===== src/rtl/aes_pkg.sv =====
// ============================================================================
// aes_pkg
// Shared types and constants for the 16-bit AES-style round sequencer and the
// external transform units: transform opcodes, sequencer state encoding and
// the 4x4 cell layout of the cipher state.
// Revision: 1.0
// ============================================================================
`default_nettype none

package aes_pkg;

  // Cipher state geometry: 4 rows x 4 columns of cells
  localparam int STATE_W  = 16;
  localparam int NUM_ROWS = 4;
  localparam int NUM_COLS = 4;
  localparam int CELL_W   = STATE_W / (NUM_ROWS * NUM_COLS);

  // Transform selects on the shared datapath port
  localparam logic [1:0] OP_SUB   = 2'b00;
  localparam logic [1:0] OP_SHIFT = 2'b01;
  localparam logic [1:0] OP_MIX   = 2'b10;

  // Round sequencer states
  typedef enum logic [2:0] {
    ST_IDLE = 3'd0,
    ST_ARK  = 3'd1,
    ST_SUB  = 3'd2,
    ST_SHR  = 3'd3,
    ST_MIX  = 3'd4,
    ST_DONE = 3'd5
  } rnd_state_e;

  // LSB position of cell (row, col); cells are packed column-major
  function automatic int cell_lsb(input int row, input int col);
    return (col * NUM_ROWS + row) * CELL_W;
  endfunction

endpackage

`default_nettype wire


===== src/rtl/aes_round_fsm.sv =====
// ============================================================================
// aes_round_fsm
// Round-schedule state machine and round counter. Walks IDLE -> ARK ->
// (SUB -> SHR -> MIX -> ARK)* -> DONE, skipping MIX in the final round, and
// produces registered handshake/status controls for the top level.
// Revision: 1.0
// ============================================================================
`default_nettype none

module aes_round_fsm
  import aes_pkg::*;
#(
  parameter int NUM_ROUNDS = 10
) (
  input  logic       clk,
  input  logic       rst_n,
  input  logic       start_i,
  input  logic       dp_ack_i,
  input  logic       key_valid_i,
  input  logic       abort_i,
  output rnd_state_e state_o,
  output logic [3:0] round_o,
  output logic       busy_o,
  output logic       done_o,
  output logic       dp_req_o,
  output logic [1:0] dp_op_o,
  output logic       key_req_o
);

  localparam logic [3:0] LAST_RND = 4'(NUM_ROUNDS);

  rnd_state_e state_q, state_d;
  logic [3:0] round_q, round_d;
  logic       busy_q, done_q, dp_req_q, key_req_q;
  logic [1:0] dp_op_q;

  // Next-state and round-counter logic; abort forces a return to IDLE
  always_comb begin
    state_d = state_q;
    round_d = round_q;
    case (state_q)
      ST_IDLE: if (start_i) begin
        state_d = ST_ARK;
        round_d = 4'd0;
      end
      ST_ARK: if (key_valid_i) begin
        if (round_q == LAST_RND) begin
          state_d = ST_DONE;
        end else begin
          round_d = round_q + 4'd1;
          state_d = ST_SUB;
        end
      end
      ST_SUB:  if (dp_ack_i) state_d = ST_SHR;
      ST_SHR:  if (dp_ack_i) state_d = (round_q < LAST_RND) ? ST_MIX : ST_ARK;
      ST_MIX:  if (dp_ack_i) state_d = ST_ARK;
      ST_DONE: state_d = ST_IDLE;
      default: state_d = ST_IDLE;
    endcase
    if (abort_i) state_d = ST_IDLE;
  end

  // State register with outputs registered from the upcoming state
  always_ff @(posedge clk or negedge rst_n) begin
    if (!rst_n) begin
      state_q   <= ST_IDLE;
      round_q   <= 4'd0;
      busy_q    <= 1'b0;
      done_q    <= 1'b0;
      dp_req_q  <= 1'b0;
      dp_op_q   <= OP_SUB;
      key_req_q <= 1'b0;
    end else begin
      state_q   <= state_d;
      round_q   <= round_d;
      busy_q    <= state_d inside {ST_ARK, ST_SUB, ST_SHR, ST_MIX};
      done_q    <= (state_d == ST_DONE);
      dp_req_q  <= state_d inside {ST_SUB, ST_SHR, ST_MIX};
      key_req_q <= (state_d == ST_ARK);
      case (state_d)
        ST_SHR:  dp_op_q <= OP_SHIFT;
        ST_MIX:  dp_op_q <= OP_MIX;
        default: dp_op_q <= OP_SUB;
      endcase
    end
  end

  assign state_o   = state_q;
  assign round_o   = round_q;
  assign busy_o    = busy_q;
  assign done_o    = done_q;
  assign dp_req_o  = dp_req_q;
  assign dp_op_o   = dp_op_q;
  assign key_req_o = key_req_q;

endmodule

`default_nettype wire


===== src/rtl/aes_round_ctrl.sv =====
// ============================================================================
// aes_round_ctrl
// Round sequencer top: holds the cipher state register, performs
// AddRoundKey, and drives the shared transform port and key port through
// aes_round_fsm. Optional handshake watchdog enabled by defining
// AES_ROUND_CTRL_TIMEOUT_EN (otherwise err is tied low and waits are
// unbounded).
// Revision: 1.0
// ============================================================================
`default_nettype none

module aes_round_ctrl
  import aes_pkg::*;
#(
  parameter int NUM_ROUNDS = 10,
  parameter int WIDTH      = 16,
  parameter int TIMEOUT    = 255
) (
  input  logic             clk,
  input  logic             rst_n,
  input  logic             start,
  input  logic [WIDTH-1:0] data_in,
  output logic             busy,
  output logic             done,
  output logic [WIDTH-1:0] data_out,
  output logic             dp_req,
  output logic [1:0]       dp_op,
  output logic [WIDTH-1:0] dp_data,
  input  logic             dp_ack,
  input  logic [WIDTH-1:0] dp_result,
  output logic             key_req,
  output logic [3:0]       key_round,
  input  logic             key_valid,
  input  logic [WIDTH-1:0] round_key,
  output logic             err
);

  localparam logic [3:0] LAST_RND = 4'(NUM_ROUNDS);

  // Reject parameter sets the 4-bit round counter or cell layout cannot hold
  if (NUM_ROUNDS < 1 || NUM_ROUNDS > 15 || WIDTH != STATE_W ||
      NUM_ROWS * NUM_COLS * CELL_W != STATE_W ||
      TIMEOUT < 1 || TIMEOUT > 255) begin : g_bad_cfg
    $error("aes_round_ctrl: illegal parameter set");
  end

  rnd_state_e       fsm_state;
  logic [WIDTH-1:0] cstate_q;
  logic [WIDTH-1:0] data_out_q;
  logic             load, ark_fire, dp_fire, last_ark, abort;

  assign load     = (fsm_state == ST_IDLE) && start;
  assign ark_fire = (fsm_state == ST_ARK) && key_valid;
  assign dp_fire  = (fsm_state inside {ST_SUB, ST_SHR, ST_MIX}) && dp_ack;
  assign last_ark = ark_fire && (key_round == LAST_RND);

  aes_round_fsm #(
    .NUM_ROUNDS(NUM_ROUNDS)
  ) u_fsm (
    .clk        (clk),
    .rst_n      (rst_n),
    .start_i    (start),
    .dp_ack_i   (dp_ack),
    .key_valid_i(key_valid),
    .abort_i    (abort),
    .state_o    (fsm_state),
    .round_o    (key_round),
    .busy_o     (busy),
    .done_o     (done),
    .dp_req_o   (dp_req),
    .dp_op_o    (dp_op),
    .key_req_o  (key_req)
  );

  // Cipher state: load plaintext, XOR round key, or take transform result;
  // the final AddRoundKey result is captured straight into data_out
  always_ff @(posedge clk or negedge rst_n) begin
    if (!rst_n) begin
      cstate_q   <= '0;
      data_out_q <= '0;
    end else begin
      if (load)          cstate_q <= data_in;
      else if (ark_fire) cstate_q <= cstate_q ^ round_key;
      else if (dp_fire)  cstate_q <= dp_result;
      if (last_ark) data_out_q <= cstate_q ^ round_key;
    end
  end

  assign dp_data  = cstate_q;
  assign data_out = data_out_q;

`ifdef AES_ROUND_CTRL_TIMEOUT_EN
  localparam logic [7:0] WAIT_LAST = 8'(TIMEOUT - 1);

  logic [7:0] wait_q;
  logic       err_q;
  logic       in_hs;

  assign in_hs = fsm_state inside {ST_ARK, ST_SUB, ST_SHR, ST_MIX};
  // Abort on the TIMEOUT-th consecutive unanswered cycle of one handshake
  assign abort = in_hs && !(ark_fire || dp_fire) && (wait_q == WAIT_LAST);

  // Wait counter clears whenever a new handshake step begins
  always_ff @(posedge clk or negedge rst_n) begin
    if (!rst_n) begin
      wait_q <= 8'd0;
      err_q  <= 1'b0;
    end else begin
      err_q <= abort;
      if (load || ark_fire || dp_fire) wait_q <= 8'd0;
      else if (in_hs)                  wait_q <= wait_q + 8'd1;
    end
  end

  assign err = err_q;
`else
  assign abort = 1'b0;
  assign err   = 1'b0;
`endif

endmodule

`default_nettype wire


===== config.mk =====
export PLATFORM = sky130hd
export DESIGN_NAME = aes_round_ctrl
export DESIGN_NICKNAME = d
export VERILOG_FILES = /design/src/rtl/aes_pkg.sv /design/src/rtl/aes_round_fsm.sv /design/src/rtl/aes_round_ctrl.sv
export SDC_FILE = /design/constraint.sdc
export NUM_CORES = 1
export LEC_CHECK = 0
export CAP_MARGIN = 15
export CORE_MARGIN = 2
export CORE_UTILIZATION = 40
export CTS_BUF_LIST = sky130_fd_sc_hd__clkbuf_16
export CTS_CLUSTER_DIAMETER = 50
export DETAILED_ROUTE_END_ITERATION = 10
export PLACE_DENSITY = 0.78
export REMOVE_ABC_BUFFERS = 1
export SKIP_CTS_REPAIR_TIMING = 1
export SLEW_MARGIN = 5
export SYNTH_ARGS = -nofsm -noshare
export SYNTH_HDL_FRONTEND = slang
export SYNTH_SLANG_ARGS = --single-unit
export TNS_END_PERCENT = 10

===== constraint.sdc =====
create_clock -name clk -period 2 [get_ports clk]
set_clock_uncertainty 0.05 [all_clocks]
set_input_delay 0.6 -clock clk [delete_from_list [all_inputs] [get_ports clk]]
set_output_delay 0.6 -clock clk [all_outputs]
set_load 0.01 [all_outputs]

==> results.sh <==
export IMPL_status="finished, final reports clean"
export IMPL_critPathBufInv=1
export IMPL_worst_setup_path_end_kind="output port"
export IMPL_min_period_over_period=0.967
export IMPL_design_area_um2=3680
export IMPL_grt_ovfl_total=0
export IMPL_max_stage_delay_ns=0.57
export IMPL_rsz0062_at_grt="true"
export IMPL_dr_pass1_iters=4
export IMPL_place_gp_congestion=0.854
export IMPL_grtUsageMet2=0.332
export IMPL_synth_flop_cell="dfrtp_1"
export IMPL_fin_util=0.665
export IMPL_peakVddDrop_uv=574
export IMPL_cts_buffer_depth=2
export IMPL_critical_path_top_delay_family="buffers and inverters"
export IMPL_powerDensity_nw_per_um2=1300
export IMPL_antenna_found_initial=0
export IMPL_insertion_delay_ns=0.29
export IMPL_rows=27
export IMPL_synthXorXnorAreaFrac=0.0605
export IMPL_fmax_mhz=517
export IMPL_synthAdderAreaFrac=0.0108
export IMPL_cts_buffers=5
export IMPL_min_path_type="input pin to asynchronous set/reset pin"
export IMPL_start_util=0.418
export IMPL_yosysWarnings=0
export IMPL_crit_chain="clkdlybuf4s50_1"
export IMPL_initialDrtViolationCount=73
export IMPL_synth_simple_gate_area_frac=0.168
export IMPL_fin_cells=414
export IMPL_nets=396
export IMPL_areaGrowthSynthToFinish_pct=58.9
export IMPL_vias=2206
export IMPL_path_clk_slew_ns=0.06
export IMPL_timing_final_crit_period_ns=1.93
export IMPL_yosysSeqAreaShare=0.486
export IMPL_grt_total_usage=0.204
export IMPL_fin_setup_tns_ns=0
export IMPL_cts_tree="yes"
export IMPL_synth_compound_area_frac=0.215
export IMPL_cts_root_buf="clkbuf_16"
export IMPL_diodes=0
export IMPL_grt_use_met3=0.0494
export IMPL_worstPathMaxFanout=6
export IMPL_slowest_stage="clkdlybuf4s50_1"
export IMPL_final_max_slew_viol_count=0
export IMPL_finalWirelength_mm=6.53
export IMPL_coreArea_um2=5540
export IMPL_grtUsageMet1=0.263
export IMPL_finalHoldViolCount=0
export IMPL_viasPerCell=5.33
export IMPL_syn_avg_cell_area_um2=9.90
export IMPL_synth_edf_count=0
export IMPL_async_flop_share=1.00
export IMPL_grt_busiest_layer="met2"
export IMPL_htree_levels=2
export IMPL_finalSetupViolCount=0
export IMPL_ys_types=44
export IMPL_ant_nets=0
export IMPL_die_h_um=80.1
export IMPL_syn_area_um2=2320
export IMPL_dp_cells=405
export IMPL_drive_gt1_frac=0.114
export IMPL_io_pins=96
export IMPL_crit_type="flop to output port"
export IMPL_critPathArrivalTime_ns=1.28
export IMPL_netlist_instances=234
export IMPL_grt_pass1_wl_mm=10.1
export IMPL_port_buffers=94
export IMPL_p_leak_uw=0.00155
export IMPL_detail_route_wl_per_cell_um=15.8
export IMPL_drv_cap=0
export IMPL_fp_dieW_um=80.1
export IMPL_start_kind="flop"
export IMPL_p_total_uw=4790
export IMPL_drc=0
export IMPL_synth_top_family_by_area="compound AO/OA/AOI/OAI gates"
export IMPL_clock_sinks=45
export IMPL_grt_pass1_vias=2090
export IMPL_postPlaceCellArea_um2=3450
export IMPL_dp_hpwl_mm=4.59
export IMPL_synthMuxAreaShare=0.00864
export IMPL_synth_seq_cells=45
export IMPL_crit_required_ns=1.35
export IMPL_grt_max_degree=46
export IMPL_dieArea_um2=6420
-- where the power goes --
part           internal, uW  switching [uW]
Combinational          1290            1100
Clock                   580             334
Sequential             1190             303
Total                  3060            1730
-- registers in the layout, indices dropped and copies added, names as in the netlist --
signal	flops
data_out	16
dp_data	16
u_fsm.round_o	4
u_fsm.state_o	3
u_fsm.dp_op_o	2
u_fsm.busy_o	1
u_fsm.done_o	1
u_fsm.dp_req_o	1
u_fsm.key_req_o	1
-- layout by cell type (no fill, tap or decap), drive strengths merged, types with 3 or more instances in the layout --
master	n
buf	21
a211o	8
o21ai	5
clkdlybuf4s50	92
a211oi	8
xnor2	16
nor3	4
a22oi	3
dfrtp	45
nor2	45
clkbuf	5
a221o	8
a21oi	33
nand2	4
inv	5
nand2b	3
-- layout make-up --
class                   instances  area, um^2
inverters                       4        15.0
clock buffers                   5         125
clock inverters                 3        37.5
flip-flops and latches         45        1130
repair buffers                114        1130
fillers                       460        1860
well taps                      72        90.1
multi-input cells             171        1160
-- per-layer routing --
layer	vias up	share of wire
met4	0	0.022
met2	81	0.48
li1	1060	-
met3	10	0.065
met5	-	0
met1	1055	0.43
-- per-stage QoR --
step | setup WS [ns] | hold WS, ns
after floorplan | -2.20 | 0.254
after global placement | -0.274 | 0.457
after detailed placement | -0.314 | 0.471
after CTS | -0.0354 | 0.248
after global routing | -0.00691 | 0.256
final | 0.0666 | 0.234
-- cell usage after synthesis (2+ instances only) --
cell,n,area [um^2]
o21ai_0,4,20.0
a221o_1,8,80.1
or2_1,2,12.5
a22oi_1,3,22.5
nand3_1,2,10.0
buf_4,3,22.5
dfrtp_1,45,1130
ha_1,2,25.0
clkbuf_1,2,7.51
nand2b_1,3,18.8
xnor2_1,16,140
inv_1,4,15.0
buf_2,7,35.0
a211o_1,8,70.1
nand2_1,4,15.0
buf_6,3,33.8
nand4_1,2,12.5
a211oi_1,8,60.1
nor3_1,3,15.0
nor2b_1,2,12.5
a21oi_1,33,165
nor2_1,45,169
mux2i_1,2,20.0
and3_1,2,12.5
o2bb2ai_1,2,17.5
-- kinds of logic after synthesis --
kind of cell,Yosys count
flops,45
fa+ha+maj,2
other cells,1
xor+xnor,16
compound gates,74
mux,2
simple gates,75
buf+inv,19
-- final timing paths --
path	from	endpoint	slack (ns)	depth (start not counted)
min in group clk	data_out[4]	data_out[4]	0.48	2
max in group asynchronous	rst_n	data_out[11]	1.45	2
hold reg to reg	data_out[4]	data_out[4]	0.48	2
setup reg to reg	u_fsm.state_o[2]	dp_data[3]	0.20	3
setup / recovery	u_fsm.round_o[3]	key_round[3]	0.07	1
hold / removal	rst_n	u_fsm.dp_req_o	0.23	2
(Power assumes the default switching activity.)
